[config.mk]
export PLATFORM = sky130hd
export DESIGN_NAME = mux_16b4
export DESIGN_NICKNAME = d
export VERILOG_FILES = /design/src/rtl/mux_16b4.sv
export SDC_FILE = /design/constraint.sdc
export NUM_CORES = 1
export LEC_CHECK = 0
export ABC_AREA = 1
export BUFFER_PORTS_ARGS = -buffer_cell sky130_fd_sc_hd__buf_2
export CAP_MARGIN = 20
export CORE_MARGIN = 1.5
export CORE_UTILIZATION = 41
export CTS_CLUSTER_SIZE = 16
export DETAILED_ROUTE_END_ITERATION = 10
export GPL_TIMING_DRIVEN = 1
export PLACE_DENSITY_LB_ADDON = 0.2
export SETUP_SLACK_MARGIN = 0.1
export SLEW_MARGIN = 0
export SYNTH_ARGS = -nofsm -noshare
export SYNTH_HDL_FRONTEND = slang
export SYNTH_SLANG_ARGS = --single-unit
[constraint.sdc]
create_clock -name clk -period 1.4 [get_ports clk]
set_clock_uncertainty 0.15 [all_clocks]
set_input_delay 0.21 -clock clk [delete_from_list [all_inputs] [get_ports clk]]
set_output_delay 0.21 -clock clk [all_outputs]
set_load 0.02 [all_outputs]
[src/rtl/mux_16b4.sv]
// mux_16b4: registered 4-to-1 word multiplexer for the datapath.
// Selects one of A/B/C/D by the low two bits of S. Any set bit above
// bit 1 of S is an illegal code and raises sel_err.
// Optional build macro: MUX16B4_SEL_HOLD_EN -- on an illegal code, O keeps
// its previous value instead of being cleared.
module mux_16b4 #(
    parameter int WIDTH = 16,
    parameter int SEL_W = 3
) (
    input  logic             clk,
    input  logic             rst_n,
    input  logic [WIDTH-1:0] A,
    input  logic [WIDTH-1:0] B,
    input  logic [WIDTH-1:0] C,
    input  logic [WIDTH-1:0] D,
    input  logic [SEL_W-1:0] S,
    output logic [WIDTH-1:0] O,
    output logic             sel_err
);

    logic             sel_bad;
    logic [WIDTH-1:0] o_nxt;

    // Upper select bits only exist when SEL_W > 2; a pure 2-bit select
    // can never be illegal.
    generate
        if (SEL_W > 2) begin : g_sel_hi
            assign sel_bad = |S[SEL_W-1:2];
        end else begin : g_sel_ok
            assign sel_bad = 1'b0;
        end
    endgenerate

    // Next-word selection; illegal codes clear or hold depending on build.
    always_comb begin
        o_nxt = '0;
        if (sel_bad) begin
`ifdef MUX16B4_SEL_HOLD_EN
            o_nxt = O;
`else
            o_nxt = '0;
`endif
        end else begin
            case (S[1:0])
                2'd0:    o_nxt = A;
                2'd1:    o_nxt = B;
                2'd2:    o_nxt = C;
                default: o_nxt = D;
            endcase
        end
    end

    // Output register, cleared asynchronously by reset.
    always_ff @(posedge clk or negedge rst_n) begin
        if (!rst_n) begin
            O       <= '0;
            sel_err <= 1'b0;
        end else begin
            O       <= o_nxt;
            sel_err <= sel_bad;
        end
    end

endmodule

* Yosys cells after proc, flatten, opt, wreduce, memory -nomap -nowiden
Cells that the tools add are included.
Cells by class: eq/ne operators 2, mux-type cells 2, reductions and logical operators 1
Operators with widths (count):
- one-hot mux 16 bit (3 select lines) | 1
- two-way mux 16 bit | 1
- == test 2 x 1 -> 1 bit (second input constant) | 1
- == test 2 bit (second input constant) | 1
- zero test 2 bit | 1
Storage, ports and cells: output and inout port bits 17, logic and storage cells 7, register bits 17

* Logic depth before layout (Yosys ltp)
word-level depth 3, depth in mapped cells 7, gate-level depth less buffers 5

* Worst setup path before layout
No wires, ideal clock.
path type in2reg, from in S[2], to reg O[10], stages on the path 5, arrival time 854 ps, setup slack 283 ps, setup time 113 ps, required time 1137 ps, cell sequence buf_1 clkbuf_1 nor2_1 nand2_1 inv_1
On the way: word-level cells in the longest chain between the ends 1
Ends and longest elaborated chain:
- from (decl) | line 16 | input logic [SEL_W-1:0] S,
- two-way mux 16 bit | line 37 | if (sel_bad) begin
- named net o_nxt[10] | line 22 | logic [WIDTH-1:0] o_nxt;
- to (signal assigned) | line 59 | O <= o_nxt;
- to (decl) | line 17 | output logic [WIDTH-1:0] O,
The timed path passes the listed nets, and every way through them passes these cells.

* Worst setup path after layout
from reg O[6], to out O[6]
No word-level cell between the ends.

==> flow_summary.ini <==
[outcome]
status = finished clean

[drt]
routed_wl_um = 2945
dr.pass1.iters = 4
drcViolationCount = 0
via_count = 1245
drtAntennaViolNets = 0
via_per_inst = 4.577
drtIter0Drc = 11
wl_per_cell_um = 10.83

[final_layout]
final_common_cell = buf_2
postLayoutCellArea_um2 = 1513
syn_to_final_growth_pct = 45.14
nets = 312
drive_gt1_frac = 0.3884
diodes = 0
final_util = 0.6219
layout_common_cells = 85 x buf_2, 32 x nand2_1, 32 x nand3_1, 32 x nor2_1
fillers = 269

[setup_path]
crit_arrival_ns = 0.83
critPathTopFamily = flip-flops
critPathBufInv = 1
startpoint_type = flop
cp_slowest_cell = dfrtp_1
crit_chain = buf_2
cp_slowest_stage_delay_ns = 0.39
setup.worst_path.start = O[6]
crit_cells = 1
crit_fanout = 1
critPathCaptureType = primary output
criticalPathCategory = flop to primary output
critPathRequiredTime_ns = 1.04
crit_end = O[6]

[power_and_ir_drop]
p_leak_nw = 0.9480
p_per_area_nw_per_um2 = 753.5
max-vdd-ir-drop_mv = 0.4256
power_mw = 1.140

[clock_tree]
post_cts_buffers = 0
cts_root_buf = clkbuf_4
htreeDepth = 1
path_clk_slew_ns = 0.10
cts_tree = yes
cts_buffers = 3
cts.sinks = 17
clk_path_buf_depth = 2

[synthesis]
ys_seq_area_frac = 0.4082
synth_area_um2 = 1042
syn_inst = 158
synth_fp_nets = 227
synth_cell_type_count = 15
ys_ff_latch = 17
avgSynthCellArea_um2 = 6.597
ys_warn_count = 0

[hold_path]
hold_path.class = primary input to flop

[place]
placed_cell_area_um2 = 1476
place_congestion = 0.7451
dpl.hpwl_um = 2268
portBuffers = 85

[die]
core_area_um2 = 2432
dieHeight_um = 53.42
rows = 18
fp.dieW_um = 53.42
start_util = 0.4285
die-area_um2 = 2854
ios = 86

[grt]
antenna_found_initial = 0
grt_first_pass_wirelength_um = 4588
grt-ovfl-total = 0
grt_pass1_vias = 1114
grt_max_degree = 19
grtUsageTotal = 0.2191

[sta]
finalHoldViolCount = 0
report.final.setup_viol = 0
final_max_slew_viol_count = 0
rsz0062_at_grt = no
max_freq_mhz = 843.0
finalCriticalPeriod_ns = 1.186
tightest_slew_ns = 0.3898
fin_setup_tns_ns = 0
maxSlewHeadroom = 0.7401
whs_ns = 0.06892
finalCritPeriodShare = 0.8473

[run]
timing.max_cap.violations = 0
==> sequential cells by signal (all words and copies together), names as in the netlist <==
signal / count
sel_err: 1
O: 16
==> repair_timing <==
item                      CTS  global route
hold buffers                1             0
hold endpoints to repair   17             0
resized for setup           0             0
==> cell usage after synthesis, drive strengths merged <==
master / instances / area share
dfrtp: 17 / 0.41
clkbuf: 2 / 0.0084
nand2: 33 / 0.12
nand3: 32 / 0.15
nor2: 33 / 0.13
inv: 18 / 0.065
o21ai: 16 / 0.077
buf: 7 / 0.041
==> per-layer routing <==
layer  track usage  part of all wire
met5             0                 0
met2        0.3848              0.50
met3       0.04237             0.068
met4       0.06410            0.0081
met1        0.2670              0.42
==> cell type report <==
class / instances / area (um2) / share of cell area
repair buffers: 89 / 457.9 / 0.3027
flip-flops and latches: 17 / 425.4 / 0.2812
clock buffers: 4 / 26.28 / 0.01737
multi-input cells: 114 / 498.0 / 0.3292
well taps: 30 / 37.54 / 0.02481
inverters: 18 / 67.56 / 0.04467
==> report_power, final <==
group	switching [mW]	internal [mW]	total (mW)	leakage, nW
clock network	0.155	0.110	0.265	0.0150
logic	0.195	0.147	0.342	0.714
registers	0.00784	0.525	0.533	0.219
total	0.357	0.782	1.14	0.948
==> kinds of logic after synthesis <==
family,count (synthesis),synth area share
and+or+nand+nor,98,0.4010
buffers and inverters,27,0.1140
DFF,17,0.4082
AOI/OAI and AO/OA,16,0.07683
==> per-stage QoR <==
| step | setup WS, ns | std cells |
|---|---|---|
| floorplan | 0.2830 | 158 |
| global placement | 0.1496 | 267 |
| detailed placement | 0.1441 | 267 |
| CTS | 0.2040 | 272 |
| global route | 0.1755 | 272 |
| finish | 0.2137 | 272 |
==> worst min path at each step <==
stage | from | cells after the start | slack [ns] | end
global route | S[2] | 1 | 0.05 | sel_err
global placement | rst_n | 1 | 0.004 | sel_err
floorplan | rst_n | 0 | -0.24 | O[0]
CTS | S[2] | 1 | 0.06 | sel_err
finish | A[9] | 5 | 0.07 | O[9]
detailed placement | rst_n | 1 | 0.006 | sel_err
(Power assumes the default switching activity.)
